## config.mk

```make
export PLATFORM = sky130hd
export DESIGN_NAME = alarm_ctrl_57
export DESIGN_NICKNAME = d
export VERILOG_FILES = /design/src/rtl/alarm_pkg_57.sv /design/src/rtl/key_edge_57.sv /design/src/rtl/alarm_ctrl_57.sv
export SDC_FILE = /design/constraint.sdc
export NUM_CORES = 1
export LEC_CHECK = 0
export CORE_MARGIN = 3
export CORE_UTILIZATION = 50
export CTS_BUF_LIST = sky130_fd_sc_hd__clkbuf_8
export DETAILED_ROUTE_END_ITERATION = 6
export GPL_TIMING_DRIVEN = 0
export HOLD_SLACK_MARGIN = 0.05
export PLACE_DENSITY = 0.76
export REMOVE_ABC_BUFFERS = 1
export SYNTH_ARGS = -nofsm -noshare
export SYNTH_HDL_FRONTEND = slang
export SYNTH_HIERARCHICAL = 1
export SYNTH_SLANG_ARGS = --single-unit
```

## constraint.sdc

```tcl
create_clock -name clk_50m_57 -period 2.2 [get_ports clk_50m_57]
set_clock_uncertainty 0.1 [all_clocks]
set_input_delay 0.44 -clock clk_50m_57 [delete_from_list [all_inputs] [get_ports clk_50m_57]]
set_output_delay 0.44 -clock clk_50m_57 [all_outputs]
set_load 0.01 [all_outputs]
```

## src/rtl/alarm_pkg_57.sv

```systemverilog
`default_nettype none
// ============================================================================
// Module      : alarm_pkg_57 (package)
// Description : Shared FSM state encoding and parameter defaults for the
//               alarm controller and its helpers.
// Revision    : 1.0 - initial release
// ============================================================================
package alarm_pkg_57;

  // Alarm controller states, explicit 2-bit encoding
  typedef enum logic [1:0] {
    ST_IDLE    = 2'd0,
    ST_ARMED   = 2'd1,
    ST_RINGING = 2'd2,
    ST_SNOOZE  = 2'd3
  } alarm_state_e;

  localparam int c_RING_SEC_DEF   = 60;
  localparam int c_SNOOZE_SEC_DEF = 300;
  localparam int c_MAX_SNOOZE_DEF = 3;
  localparam int c_BEEP_DIV_DEF   = 12_500_000;

  function automatic int max_int(input int a, input int b);
    return (a > b) ? a : b;
  endfunction

endpackage
`default_nettype wire

```

## src/rtl/key_edge_57.sv

```systemverilog
`default_nettype none
// ============================================================================
// Module      : key_edge_57
// Description : Rising-edge detector for a debounced level key. A held key
//               produces a single one-cycle pulse.
// Ports       : clk  - clock
//               rst  - asynchronous active-high reset
//               key  - debounced key level
//               rise - one-cycle pulse on 0->1 transition of key
// Revision    : 1.0 - initial release
// ============================================================================
module key_edge_57 (
  input  logic clk,
  input  logic rst,
  input  logic key,
  output logic rise
);

  logic r_key_d;

  always_ff @(posedge clk or posedge rst) begin
    if (rst) begin
      r_key_d <= 1'b0;
    end else begin
      r_key_d <= key;
    end
  end

  assign rise = key & ~r_key_d;

endmodule
`default_nettype wire

```

## src/rtl/alarm_ctrl_57.sv

```systemverilog
`default_nettype none
// ============================================================================
// Module      : alarm_ctrl_57
// Description : Alarm clock controller. Latches an alarm time, rings when the
//               current time matches on a second tick, supports stop and a
//               bounded number of snoozes, and drives a square-wave buzzer.
// Ports       : clk_50m_57       - system clock
//               rst_57           - asynchronous active-high reset
//               tick_1s_57       - one-cycle pulse per second
//               cur_*_57         - current time (sec/min/hour, binary)
//               set_*_57         - alarm time to latch
//               write_clock_e_57 - latch strobe for set_*_57 (level)
//               alarm_on_57      - alarm enable switch
//               key_stop_57      - stop key (debounced level)
//               key_snooze_57    - snooze key (debounced level)
//               ringing_57       - high while ringing
//               armed_57         - high while armed or snoozing
//               buzzer_57        - buzzer drive
//               snooze_cnt_57    - snoozes used in the current event
// Revision    : 1.0 - initial release
// ============================================================================
module alarm_ctrl_57
  import alarm_pkg_57::*;
#(
  parameter int RING_SEC   = c_RING_SEC_DEF,
  parameter int SNOOZE_SEC = c_SNOOZE_SEC_DEF,
  parameter int MAX_SNOOZE = c_MAX_SNOOZE_DEF,
  parameter int BEEP_DIV   = c_BEEP_DIV_DEF
) (
  input  logic       clk_50m_57,
  input  logic       rst_57,
  input  logic       tick_1s_57,
  input  logic [6:0] cur_sec_57,
  input  logic [6:0] cur_min_57,
  input  logic [6:0] cur_hour_57,
  input  logic [6:0] set_sec_57,
  input  logic [6:0] set_min_57,
  input  logic [6:0] set_hour_57,
  input  logic       write_clock_e_57,
  input  logic       alarm_on_57,
  input  logic       key_stop_57,
  input  logic       key_snooze_57,
  output logic       ringing_57,
  output logic       armed_57,
  output logic       buzzer_57,
  output logic [1:0] snooze_cnt_57
);

  localparam int c_SEC_W  = $clog2(max_int(RING_SEC, SNOOZE_SEC) + 1);
  localparam int c_BEEP_W = $clog2(BEEP_DIV + 1);

  localparam logic [c_SEC_W-1:0]  c_RING_LAST   = c_SEC_W'(RING_SEC - 1);
  localparam logic [c_SEC_W-1:0]  c_SNOOZE_LAST = c_SEC_W'(SNOOZE_SEC - 1);
  localparam logic [c_BEEP_W-1:0] c_BEEP_LAST   = c_BEEP_W'(BEEP_DIV - 1);
  localparam logic [1:0]          c_MAX_SNZ     = 2'(MAX_SNOOZE);

  alarm_state_e        r_state;
  alarm_state_e        w_state_nxt;
  logic [6:0]          r_alm_sec;
  logic [6:0]          r_alm_min;
  logic [6:0]          r_alm_hour;
  logic [c_SEC_W-1:0]  r_sec_cnt;
  logic [c_BEEP_W-1:0] r_beep_cnt;
  logic                r_toggle;
  logic [1:0]          r_snooze_cnt;
  logic [1:0]          w_snz_nxt;
  logic                w_sec_inc;
  logic                w_stop_rise;
  logic                w_snz_rise;
  logic                w_time_match;

  key_edge_57 u_stop_edge (
    .clk  (clk_50m_57),
    .rst  (rst_57),
    .key  (key_stop_57),
    .rise (w_stop_rise)
  );

  key_edge_57 u_snooze_edge (
    .clk  (clk_50m_57),
    .rst  (rst_57),
    .key  (key_snooze_57),
    .rise (w_snz_rise)
  );

  assign w_time_match = (cur_sec_57 == r_alm_sec) &&
                        (cur_min_57 == r_alm_min) &&
                        (cur_hour_57 == r_alm_hour);

  // Alarm time latch, independent of the FSM state
  always_ff @(posedge clk_50m_57 or posedge rst_57) begin
    if (rst_57) begin
      r_alm_sec  <= 7'd0;
      r_alm_min  <= 7'd0;
      r_alm_hour <= 7'd0;
    end else if (write_clock_e_57) begin
      r_alm_sec  <= set_sec_57;
      r_alm_min  <= set_min_57;
      r_alm_hour <= set_hour_57;
    end
  end

  // Next-state logic. Within RINGING: stop beats snooze, and a snooze at the
  // limit falls through so the timeout still applies in that cycle.
  always_comb begin
    w_state_nxt = r_state;
    w_snz_nxt   = r_snooze_cnt;
    w_sec_inc   = 1'b0;
    case (r_state)
      ST_IDLE: begin
        if (alarm_on_57) w_state_nxt = ST_ARMED;
      end
      ST_ARMED: begin
        if (tick_1s_57 && w_time_match) begin
          w_state_nxt = ST_RINGING;
          w_snz_nxt   = 2'd0;
        end
      end
      ST_RINGING: begin
        if (w_stop_rise) begin
          w_state_nxt = ST_ARMED;
          w_snz_nxt   = 2'd0;
        end else if (w_snz_rise && (r_snooze_cnt < c_MAX_SNZ)) begin
          w_state_nxt = ST_SNOOZE;
          w_snz_nxt   = r_snooze_cnt + 2'd1;
        end else if (tick_1s_57) begin
          if (r_sec_cnt == c_RING_LAST) begin
            w_state_nxt = ST_ARMED;
            w_snz_nxt   = 2'd0;
          end else begin
            w_sec_inc = 1'b1;
          end
        end
      end
      ST_SNOOZE: begin
        if (w_stop_rise) begin
          w_state_nxt = ST_ARMED;
          w_snz_nxt   = 2'd0;
        end else if (tick_1s_57) begin
          if (r_sec_cnt == c_SNOOZE_LAST) begin
            w_state_nxt = ST_RINGING;
          end else begin
            w_sec_inc = 1'b1;
          end
        end
      end
      default: w_state_nxt = ST_IDLE;
    endcase
    // Disabling the alarm overrides everything else
    if (!alarm_on_57) w_state_nxt = ST_IDLE;
  end

  // State, second counter and snooze count
  always_ff @(posedge clk_50m_57 or posedge rst_57) begin
    if (rst_57) begin
      r_state      <= ST_IDLE;
      r_sec_cnt    <= '0;
      r_snooze_cnt <= 2'd0;
    end else begin
      r_state      <= w_state_nxt;
      r_snooze_cnt <= w_snz_nxt;
      if (w_state_nxt != r_state) begin
        r_sec_cnt <= '0;
      end else if (w_sec_inc) begin
        r_sec_cnt <= r_sec_cnt + 1'b1;
      end
    end
  end

  // Buzzer divider: starts high on RINGING entry, flips every BEEP_DIV cycles
  always_ff @(posedge clk_50m_57 or posedge rst_57) begin
    if (rst_57) begin
      r_beep_cnt <= '0;
      r_toggle   <= 1'b0;
    end else if ((w_state_nxt == ST_RINGING) && (r_state != ST_RINGING)) begin
      r_beep_cnt <= '0;
      r_toggle   <= 1'b1;
    end else if (r_state == ST_RINGING) begin
      if (r_beep_cnt == c_BEEP_LAST) begin
        r_beep_cnt <= '0;
        r_toggle   <= ~r_toggle;
      end else begin
        r_beep_cnt <= r_beep_cnt + 1'b1;
      end
    end else begin
      r_beep_cnt <= '0;
      r_toggle   <= 1'b0;
    end
  end

  // Outputs decode the state register directly, so an asynchronous reset
  // silences them without waiting for a clock edge.
  assign ringing_57    = (r_state == ST_RINGING);
  assign armed_57      = (r_state == ST_ARMED) || (r_state == ST_SNOOZE);
  assign buzzer_57     = r_toggle & ringing_57;
  assign snooze_cnt_57 = r_snooze_cnt;

endmodule
`default_nettype wire

```

Word-level counts from Yosys, hierarchy flattened

Index checks and enable logic that the tools add are counted.

Flip-flop bits (word level): 61
Input port bits: 49
Output and inout port bits: 5
Logic and storage cells: 80

Add/sub/neg operators: 3
Order comparisons: 1
Equal/unequal tests: 17
Multiplexer cells: 33
Bitwise operators: 6
Reduce and logical (&&, ||, !) cells: 10

Operator list:

| kind                                          | count |
|---|---|
| 2-to-1 mux 24 bit                             | 3 |
| 2-to-1 mux 2 bit                              | 15 |
| adder 24 x 1 -> 24 bit, second input constant | 1 |
| == test 24 bit, second input constant         | 1 |
| == test 7 bit                                 | 3 |
| 2-to-1 mux 9 bit                              | 2 |
| 2-to-1 mux 1 bit                              | 10 |
| adder 9 x 1 -> 9 bit, second input constant   | 1 |
| == test 9 x 6 -> 1 bit, second input constant | 1 |
| == test 9 bit, second input constant          | 1 |
| one-hot mux 2 bit (4 select lines)            | 1 |
| == test 2 bit, second input constant          | 3 |
| one-hot mux 2 bit (3 select lines)            | 1 |
| logical AND 1 bit                             | 5 |
| AND reduction 5 bit                           | 1 |
| != test 2 bit, second input constant          | 2 |
| != test 4 x 1 -> 1 bit, second input constant | 1 |
| != test 4 x 2 -> 1 bit, second input constant | 1 |
| bitwise AND 1 bit                             | 3 |
| != test 3 x 1 -> 1 bit, second input constant | 1 |
| inverter 1 bit                                | 3 |
| nonzero test 3 bit                            | 1 |
| adder 2 x 1 -> 2 bit, second input constant   | 1 |
| == test 2 x 1 -> 1 bit, second input constant | 1 |
| 7 further kinds                               | 7 |

Logic depth before layout (Yosys ltp)

Gate-level depths: netlist of run 1.

Depth in word-level cells: 10
Mapped depth: 8
Mapped depth without buffers: 6

Modules after synthesis

Netlist of run 1, hierarchy kept.

By module, submodules not included:

| module        | times used | cells an instance | area an instance (µm²) | sequential area each (µm²) |
|---|---|---|---|---|
| alarm_ctrl_57 | 1          | 292               | 3103.0                 | 1476.4 |
| key_edge_57   | 2          | 3                 | 42.5                   | 25.0 |

Worst setup path before layout of run 1

OpenSTA, ideal clock, no wires.

Path kind: in2reg
Start point: in key_stop_57
End point: reg r_sec_cnt[7]
Setup time: 0.087 ns
Arrival: 2.068 ns
Required time: 2.013 ns
Path slack: -0.054 ns
Stages: 8
Buffers on the path: 2
Path through: nor2b_4 buf_6 nor3b_2 o2111ai_2 and2_1 buf_6 or4_4 a211oi_2

Cells in the longest elaborated chain, start to end: 6
Elaborated cells between the ends (all ways): 11
Classes of those cells: 1 x eq/ne; 8 x mux; 1 x bitwise; 1 x reduce/logical

Ends and longest elaborated chain:

| what                                                   | line                                       | text |
|---|---|---|
| from (decl)                                            | alarm_ctrl_57.sv:41                        | `input logic key_stop_57,` |
| bitwise AND 1 bit *                                    | key_edge_57.sv:29                          | `assign rise = key & ~r_key_d;` |
| 2-to-1 mux 2 bit (on tied branches)                    | alarm_ctrl_57.sv:136, alarm_ctrl_57.sv:120 |  |
| one-hot mux 2 bit (4 select lines)                     | alarm_ctrl_57.sv:109                       | `case (r_state)` |
| 2-to-1 mux 2 bit                                       | alarm_ctrl_57.sv:150                       | `if (!alarm_on_57) w_state_nxt = ST_IDLE;` |
| != test 2 bit                                          | alarm_ctrl_57.sv:162                       | `if (w_state_nxt != r_state) begin` |
| 2-to-1 mux 9 bit or nonzero test 2 bit (tied branches) | n/a                                        |  |
| to (signal assigned)                                   | alarm_ctrl_57.sv:165                       | `r_sec_cnt <= r_sec_cnt + 1'b1;` |
| to (decl)                                              | alarm_ctrl_57.sv:62                        | `logic [c_SEC_W-1:0] r_sec_cnt;` |

Mark *: on every way between the ends. The rest lies on a longest branch, timed or not.
A chain may end at the register's enable or synchronous reset.

Worst setup path after layout of run 1

Start point: reg r_beep_cnt[10]
End point: reg r_toggle

Cells in the longest elaborated chain, start to end: 2

Ends and longest elaborated chain:

| what                             | line                 | text |
|---|---|---|
| from (decl)                      | alarm_ctrl_57.sv:63  | `logic [c_BEEP_W-1:0] r_beep_cnt;` |
| from (signal assigned)           | alarm_ctrl_57.sv:183 | `r_beep_cnt <= r_beep_cnt + 1'b1;` |
| == test 24 bit                   | alarm_ctrl_57.sv:179 | `if (r_beep_cnt == c_BEEP_LAST) begin` |
| != test 3 x 1 -> 1 bit (no line) | n/a                  |  |
| to (signal assigned)             | alarm_ctrl_57.sv:181 | `r_toggle <= ~r_toggle;` |
| to (decl)                        | alarm_ctrl_57.sv:64  | `logic r_toggle;` |

No other way between the ends.

==> results of run 1 <==
## how the worst max path moves through the flow
stage | end | startpoint
after floorplan | r_sec_cnt[7] | r_sec_cnt[0]
after global placement | r_alm_sec[2] | rst_57
after detailed placement | snooze_cnt_57[0] | tick_1s_57
after CTS | r_sec_cnt[7] | key_stop_57
after global routing | r_beep_cnt[16] | r_beep_cnt[0]
final | r_toggle | r_beep_cnt[10]
## per-stage QoR
stage               power [mW]  hold slack (ps)  cells
floorplan                 1.33             68.7    288
global placement          1.45              373    416
detailed placement        1.46              398    417
CTS                       2.58              216    437
global route              2.66              161    443
finish                    2.56              166    443
## cells by family after synthesis
family	count (synthesis)	synth area share
fa+ha+maj	3	0.0118
simple gates	118	0.202
compound gates	24	0.0612
flops	61	0.479
mux	24	0.0840
xor+xnor	48	0.132
buf+inv	20	0.0306
## state kept, by name, indices dropped and copies added, names as in the netlist
signal / flops
r_alm_hour: 7
r_alm_min: 7
r_alm_sec: 7
r_beep_cnt: 24
r_sec_cnt: 9
r_state: 2
r_toggle: 1
snooze_cnt_57: 2
u_snooze_edge/r_key_d: 1
u_stop_edge/r_key_d: 1
## per-layer routing
layer / vias up / track usage / wire length [um]
met2: 54 / 0.308 / 3310
met5: - / 0 / 0
met1: 1193 / 0.236 / 2910
li1: 1188 / - / -
met3: 7 / 0.0442 / 352
met4: 0 / 0.0763 / 53
## power groups by stage
stage	logic [mW]	registers [mW]	clock network, mW
floorplan	0.117	1.21	0
global placement	0.237	1.21	0
detailed placement	0.246	1.22	0
CTS	0.251	1.19	1.14
global route	0.281	1.20	1.18
finish	0.256	1.19	1.11
## final cells by class
| type | instances | area, um2 |
|---|---|---|
| timing repair buffer | 63 | 619 |
| multi-input combinational | 218 | 1660 |
| clock buffer | 11 | 151 |
| sequential | 61 | 1530 |
| inverter | 10 | 37.5 |
| clock inverter | 5 | 73.8 |
| fill | 479 | 1900 |
| tap | 75 | 93.8 |
## cell usage after synthesis (2+ instances only)
master / instances / share of area
a211oi_1: 3 / 0.0071
a211oi_2: 2 / 0.0078
buf_2: 3 / 0.0047
o31ai_1: 2 / 0.0047
nand2b_1: 2 / 0.0039
clkbuf_1: 4 / 0.0047
xor2_1: 31 / 0.085
and2_1: 3 / 0.0059
xnor2_1: 17 / 0.047
nor3b_1: 2 / 0.0047
ha_1: 3 / 0.012
and3_1: 4 / 0.0078
a21oi_1: 3 / 0.0047
mux2_2: 22 / 0.078
nor3_1: 11 / 0.017
or3_1: 2 / 0.0039
and4_1: 2 / 0.0055
nor2b_4: 2 / 0.0086
o21ai_0: 4 / 0.0063
nor4b_1: 2 / 0.0055
nand2_1: 16 / 0.019
inv_1: 10 / 0.012
nor2_1: 32 / 0.038
nand4_1: 10 / 0.020
dfrtp_1: 61 / 0.48
buf_6: 2 / 0.0071
nand3_1: 13 / 0.020
mux2i_1: 2 / 0.0063
or4_1: 4 / 0.0094
nor4_1: 7 / 0.014
## what timing repair did
item                                    4_1_cts  5_1_grt
cloned                                        0        1
resized for setup                            16        7
pin swaps                                     3        5
endpoints found under the setup margin       39       15
setup buffers                                 4        5
==> metrics.txt, run 1 <==
status=finished, final reports clean; dpl ws=-756 ps; Worst Path Buf+Inv=0; critical path class=flop to flop; Detail Placement HPWL=around 4.5 mm; DRT antenna net count=0; CTS clk-pin slew, worst paths=60 ps; CTS Hold Buffers Added=0; Syn Area/Cell=between 10 and 15 um2; largest net degree at the start of global routing=40; worst hold path stage count=1; wire per inst=15.0 um; die area=about 7400 um2; GRT overflow=0; Seq/Total Area, Yosys=0.479; PwrDens=roughly 620 nW/um2; Clock power frac=0.434; Die X=between 80 and 90 um; CP Launch Type=flop; minimum clock period=about 2200 ps; cell family with most CP delay=simple AND/OR/NAND/NOR gates; die height=roughly 86 um; commonest non-fill, non-tap cells in the layout=58 x dfrtp_1, 51 x clkdlybuf4s50_1, 31 x xor2_1, 31 x nor2_1, 22 x mux2_2; unrepaired setup endpoints after global routing=true; crit-path max FO=5; Max-Cap Viols=0; Rel. slew slack=0.356; cell count after synthesis=about 300; ant diodes=0; CP arrival=2290 ps; setup ws final=25.8 ps; Register-to-Register Setup Slack=30 ps; ys flop type=dfrtp_1; Via density=approximately 5.5; final max-slew violation count=0; Comb pwr share=0.100; post-synthesis register bit count=61; Core Util, Final=0.687; DR vias=around 2400; WL final=6.63 mm; Net Sw Power=between 500 and 600 uW; Layout Nets=approximately 420; Sw Ratio=0.214; setup violators final=0; Hold Startpoint=key_stop_57; I/O pins=54; vias in the first global route=approximately 2400; Initial Util=0.526; critical-path cell list=nand3_1 > or4_1 > nor4_2 > mux2_2 > a211o_1; Reg-to-Reg Start=r_beep_cnt[10]; DRC viols=0; antenna violations before repair=0; routability cong.=between 0.8 and 0.9; DR pass1 iterations=4; Max VDD drop=between 0.0004 and 0.0005 V; clk_lat worst skew=about 330 ps; Core Region=about 6100 um2; first-pass GRT wire length=10.9 mm; commonest non-fill, non-tap cell in the layout=dfrtp_1; Leak Pwr=1.70 nW; Root Buffer=clkbuf_8; Hold Crit Class=primary input to flop; slowest stage delay, CP=450 ps; slowest CP cell=or4_1; Post-synth ARST share=1.00; Crit. End Element=flop; internal power=about 2.0 mW; worst-margin pin slew=between 900 and 1000 ps; Post-synth EDFFs=0; Post-Syn Area=3190 um2; CTS tree=yes; cell row count=28; IO buf count=53; fraction of layout cells with a size suffix above 1=0.198; initial detailed-routing violation count=~160; CP Data Required Time=about 2300 ps; Worst Hold Endpoint=u_stop_edge/r_key_d; placed instance area=roughly 3800 um2; # H-tree levels=3; Ys Warns=6; Tot GR Track Use=0.187; period utilization=0.988; CTS buffer count=9; CTS Buffer Depth=2; Design Area, Final=roughly 4200 um2; Flop pwr share=0.466; worst r2r path cells=5; Crit path depth=5; Fmax=around 460 MHz; synth unique cells=47; CTS sink cnt=61; Fin. Hold Viols=0; setup_tns=0 ps; Area Growth Syn to Fin=30.5%; FF-to-FF End=r_toggle
Note: power is estimated with default switching activity, not from simulation.
==> run 2, diff against run 1 <==
--- a/config.mk
+++ b/config.mk
@@ -13,6 +13,7 @@
 export HOLD_SLACK_MARGIN = 0.05
 export PLACE_DENSITY = 0.76
 export REMOVE_ABC_BUFFERS = 1
+export SKIP_LAST_GASP = 1
 export SYNTH_ARGS = -nofsm -noshare
 export SYNTH_HDL_FRONTEND = slang
 export SYNTH_HIERARCHICAL = 1
==> metrics.txt, run 2 (synthesis gave the netlist of run 1 again) <==
Flop pwr share=0.465 (about the same); fill cell count=478 (-0.21%); crit-path max FO=6 (+1); Crit. End Element=flop; Fin. Hold Viols=0 (unchanged); critical path class=flop to flop; CTS Buffer Depth=2 (unchanged); cell row count=28 (unchanged); Net Sw Power=552 uW (+0.59%); I/O pins=54 (unchanged); DRT antenna net count=0 (unchanged); top routing layer in use=met4; met1 wire length=2.87 mm (-1.4%); commonest non-fill, non-tap cells in the layout=58 x dfrtp_1, 51 x clkdlybuf4s50_1, 31 x xor2_1, 30 x nor2_1, 22 x mux2_2; DRC viols=0 (unchanged); Sw Ratio=0.215 (+0.000764); met3 wire len=395 um (+12%); GRT overflow=0 (unchanged); Clock power frac=0.434 (about the same); Core Region=6060 um2 (unchanged); Die X=85.9 um (unchanged); worst hold path stage count=1 (unchanged); CP arrival=2320 ps (+30 ps); DR pass1 iterations=4 (unchanged); Root Buffer=clkbuf_8; Fmax=454 MHz (-1.3%); IO buf count=53 (unchanged); Detail Placement HPWL=4.52 mm (unchanged); clk_lat worst skew=330 ps (about the same); initial detailed-routing violation count=145 (-7.6%); Largest regs=r_beep_cnt: 24 flops, r_sec_cnt: 9 flops; commonest non-fill, non-tap cell in the layout=dfrtp_1; Hold Crit Class=primary input to flop; unrepaired setup endpoints after global routing=true; die area=7370 um2 (unchanged); CP Data Required Time=2310 ps (about the same); Power Total=2.57 mW (+0.24%); worst-margin pin slew=957 ps (-5.95 ps); placed instance area=3770 um2 (unchanged); Top reg by flops=r_beep_cnt; CTS sink cnt=61 (unchanged); CP Launch Type=flop; max FFs per register=24 (unchanged); failing checks=setup timing; Max-Cap Viols=0 (unchanged); Area Growth Syn to Fin=31.0%; setup violators final=1 (+1); minimum clock period=2200 ps (+29.1 ps); Leak Pwr=1.70 nW (+0.47%); CTS clk-pin slew, worst paths=70 ps (about the same); CTS buffer count=9 (unchanged); Tot GR Track Use=0.187 (unchanged); PwrDens=615 nW/um2 (about the same); wire per inst=14.9 um (-0.23%); setup ws final=-3.28 ps (-29.1 ps); largest net degree at the start of global routing=40 (unchanged); Max VDD drop=0.000482 V (about the same); final max-slew violation count=0 (unchanged); WL final=6.61 mm (-0.23%); vias in the first global route=2439 (-0.041%); Initial Util=0.526 (unchanged); Comb pwr share=0.101 (about the same); Design Area, Final=4180 um2 (+0.33%); period utilization=1.00 (+0.0132); Hold WS=167 ps (+0.992 ps); fraction of layout cells with a size suffix above 1=0.198 (unchanged); worst r2r path cells=5 (unchanged); die height=85.9 um (unchanged); status=finished with violations; Rel. slew slack=0.360 (+0.00398); routability cong.=0.840 (unchanged); routed wl met2=3.28 mm (-1.0%); internal power=2.02 mW (+0.14%); # H-tree levels=3 (unchanged); antenna violations before repair=0 (unchanged); Reg area=1530 um2 (unchanged); ant diodes=0 (unchanged); DR vias=2460 (+0.74%); Via density=5.55 (+0.74%); Layout Nets=415 (unchanged); CTS tree=yes; first-pass GRT wire length=10.9 mm (unchanged); multi-input logic area=1670 um2 (+0.83%)
[run 2: cell counts in the layout (fill, tap and decap cells not counted)]
No cell type changed its count.
[run 2: path summary, 6_finish.rpt]
kind | start | to | slack, ps
worst min register to register | r_beep_cnt[0] | r_beep_cnt[0] | 400
worst max register to register | r_sec_cnt[2] | r_toggle | -3
min in group asynchronous | rst_57 | u_stop_edge/r_key_d | 220
worst max-delay path | r_sec_cnt[2] | r_toggle | -3
max in group asynchronous | rst_57 | r_state[1] | 1040
worst min-delay path | key_stop_57 | u_stop_edge/r_key_d | 170
[run 2: what timing repair did]
item	CTS	global route
gates cloned	0	1
pin swaps	3	5
setup endpoints to repair	39	15
hold buffers	0	0
resized for setup	15	10
buffers inserted	4	5
[run 2: power by group through the flow]
| stage | Clock, mW | Combinational, mW | Sequential (mW) |
|---|---|---|---|
| finish | 1.12 | 0.259 | 1.19 |
| global route | 1.18 | 0.284 | 1.20 |
| CTS | 1.14 | 0.251 | 1.19 |
| detailed placement | 0 | 0.246 | 1.22 |
| global placement | 0 | 0.237 | 1.21 |
| floorplan | 0 | 0.117 | 1.21 |
[run 2: through the flow]
step / setup TNS (ps) / std cells / setup WS [ps] / util
final: -3.28 / 443 / -3.28 / 0.689
after global placement: -73380 / 416 / -993 / 0.619
after global routing: -472 / 443 / -102 / 0.689
after CTS: -16.4 / 437 / -6.89 / 0.672
after detailed placement: -16310 / 417 / -756 / 0.622
after floorplan: 0 / 288 / 70.4 / -
[run 2: critical path: stages, from the launching register on]
cell and delay [ps]:
dfrtp_2 450, or4_1 570, o311a_1 380, a21oi_1 240, nor2_1 90, a211o_1 260
[run 2: layout make-up]
type / instances / area share
Inverter: 10 / 0.00899
Tap cell: 75 / 0.0225
Multi-Input combinational cell: 218 / 0.400
Clock inverter: 5 / 0.0177
Clock buffer: 11 / 0.0363
Timing Repair Buffer: 63 / 0.148
Sequential cell: 61 / 0.366
[run 2: routing by layer]
layer,up-vias,track usage
met4,0,0.0763
met2,63,0.308
met5,-,0
met1,1198,0.236
met3,9,0.0442
li1,1190,-
==> run 3, diff against run 2 <==
--- a/config.mk
+++ b/config.mk
@@ -18,3 +18,4 @@
 export SYNTH_HDL_FRONTEND = slang
 export SYNTH_HIERARCHICAL = 1
 export SYNTH_SLANG_ARGS = --single-unit
+export TNS_END_PERCENT = 30
==> metrics.txt, run 3 (synthesis gave the netlist of run 1 again) <==
Layout Nets=415 (unchanged); multi-input logic area=1690 um2 (+0.97%); Top reg by flops=r_beep_cnt; FF-to-FF End=r_state[0]; fill cell count=462 (-3.3%); initial detailed-routing violation count=124 (-14%); DRT antenna net count=0 (unchanged); I/O pins=54 (unchanged); DRC viols=0 (unchanged); Crit path depth=7 (+2); Detail Placement HPWL=4.52 mm (unchanged); die area=7370 um2 (unchanged); critical path class=primary input to flop; Hold WS=221 ps (+54.2 ps); fraction of layout cells with a size suffix above 1=0.207 (+0.00815); die height=85.9 um (unchanged); Leak Pwr=1.71 nW (+0.44%); worst setup path endpoint=r_sec_cnt[7]; Rel. slew slack=0.360 (+0.000457); Reg-to-Reg Start=r_sec_cnt[2]; routability cong.=0.840 (unchanged); Worst Path Buf+Inv=1 (+1); Tot GR Track Use=0.182 (-0.00450); slowest CP cell=or4_4; status=finished with violations; # H-tree levels=3 (unchanged); PwrDens=612 nW/um2 (-0.54%); Hold Crit Class=primary input to asynchronous set/reset pin; vias in the first global route=2367 (-3.0%); Area Growth Syn to Fin=31.5%; CTS sink cnt=61 (unchanged); internal power=2.02 mW (about the same); CTS buffer count=9 (unchanged); CP arrival=2400 ps (+80 ps); Crit. End Element=flop; unrepaired setup endpoints after global routing=true; final max-slew violation count=0 (unchanged); commonest non-fill, non-tap cell in the layout=dfrtp_1; ant diodes=0 (unchanged); Reg area=1530 um2 (about the same); commonest non-fill, non-tap cells in the layout=59 x dfrtp_1, 52 x clkdlybuf4s50_1, 31 x xor2_1, 30 x nor2_1, 22 x mux2_2; worst-margin pin slew=957 ps (-0.683 ps); cell family with most CP delay=simple AND/OR/NAND/NOR gates; Design Area, Final=4190 um2 (+0.39%); largest net degree at the start of global routing=40 (unchanged); Initial Util=0.526 (unchanged); placed instance area=3770 um2 (unchanged); failing checks=setup timing; wire per inst=15.0 um (+0.64%); Largest regs=r_beep_cnt: 24 flops, r_sec_cnt: 9 flops; crit path from=key_stop_57; Register-to-Register Setup Slack=0 ps (about the same); Max-Cap Viols=0 (unchanged); Root Buffer=clkbuf_8; clk_lat worst skew=330 ps (about the same); dpl ws=-756 ps (unchanged); CP Data Required Time=2350 ps (+40 ps); Clock power frac=0.433 (about the same); IO buf count=53 (unchanged); setup_tns=-71.1 ps (-67.9 ps); setup violators final=2 (+1); CTS Buffer Depth=2 (unchanged); minimum clock period=2250 ps (+47.2 ps); Via density=5.55 (unchanged); Flop pwr share=0.465 (about the same); Core Region=6060 um2 (unchanged); slowest stage delay, CP=510 ps (-60 ps); WL final=6.65 mm (+0.64%); CTS tree=yes; critical-path cell list=clkdlybuf4s50_1 > nor2b_4 > and4b_2 > o41ai_4 > and2_4 > or4_4 > a211oi_2; CP Launch Type=primary input; setup ws final=-50.5 ps (-47.2 ps); worst r2r path cells=5 (unchanged); DR pass1 iterations=4 (unchanged); max FFs per register=24 (unchanged); period utilization=1.02 (+0.0215); cell row count=28 (unchanged); Fin. Hold Viols=0 (unchanged); CTS clk-pin slew, worst paths=70 ps (about the same); CTS Hold Buffers Added=0 (unchanged); first-pass GRT wire length=10.6 mm (-2.4%); Comb pwr share=0.102 (about the same); Fmax=444 MHz (-2.1%); Sw Ratio=0.213 (-0.00128); Die X=85.9 um (unchanged); GRT overflow=0 (unchanged); antenna violations before repair=0 (unchanged); DR vias=2460 (unchanged); Net Sw Power=548 uW (-0.74%); Max VDD drop=0.000483 V (+0.12%); crit-path max FO=7 (+1)
==> run 3: per-layer routing <==
| metal | global-route usage | vias up | wire length (um) |
|---|---|---|---|
| met3 | 0.0442 | 12 | 365 |
| li1 | - | 1184 | - |
| met4 | 0.0719 | 0 | 91 |
| met5 | 0 | - | 0 |
| met2 | 0.301 | 62 | 3310 |
| met1 | 0.231 | 1202 | 2880 |
==> run 3: worst min path at each step <==
stage             startpoint               endpoint  depth (start not counted)
6_report              rst_57    u_stop_edge/r_key_d                          2
5_1_grt               rst_57  u_snooze_edge/r_key_d                          2
4_1_cts               rst_57    u_stop_edge/r_key_d                          2
3_5_place_dp   r_beep_cnt[0]          r_beep_cnt[0]                          1
3_3_place_gp   r_beep_cnt[0]          r_beep_cnt[0]                          1
2_1_floorplan         rst_57  u_snooze_edge/r_key_d                          1
==> run 3: through the flow <==
step                 util  power (mW)  std cells
global route        0.692        2.67        443
global placement    0.619        1.45        416
detailed placement  0.622        1.46        417
floorplan               -        1.33        288
CTS                 0.667        2.58        435
finish              0.692        2.57        443
==> run 3: power by group through the flow <==
stage,combinational [mW],clock [mW],sequential (mW)
3_3_place_gp,0.237,0,1.21
4_1_cts,0.251,1.14,1.19
6_report,0.261,1.11,1.19
5_1_grt,0.285,1.18,1.20
3_5_place_dp,0.246,0,1.22
2_1_floorplan,0.117,0,1.21
==> run 3: worst reg2reg max path: cells and delay by family (launching register included) <==
family          cells  cell delay, ps
compound gates      1             140
flops               1             450
simple gates        4            1380
==> run 3: what timing repair did <==
action,4_1_cts,5_1_grt
cloned,0,1
pin swaps,1,6
endpoints found under the hold margin,0,0
setup endpoints to repair,39,34
resized for setup,11,16
buffers inserted,2,7
==> run 3: area by class of cell <==
type,instances,area share
well taps,75,0.0224
clock buffers,11,0.0361
repair buffers,63,0.148
clock inverters,5,0.0176
multi-input cells,218,0.402
flip-flops and latches,61,0.365
inverters,10,0.00896
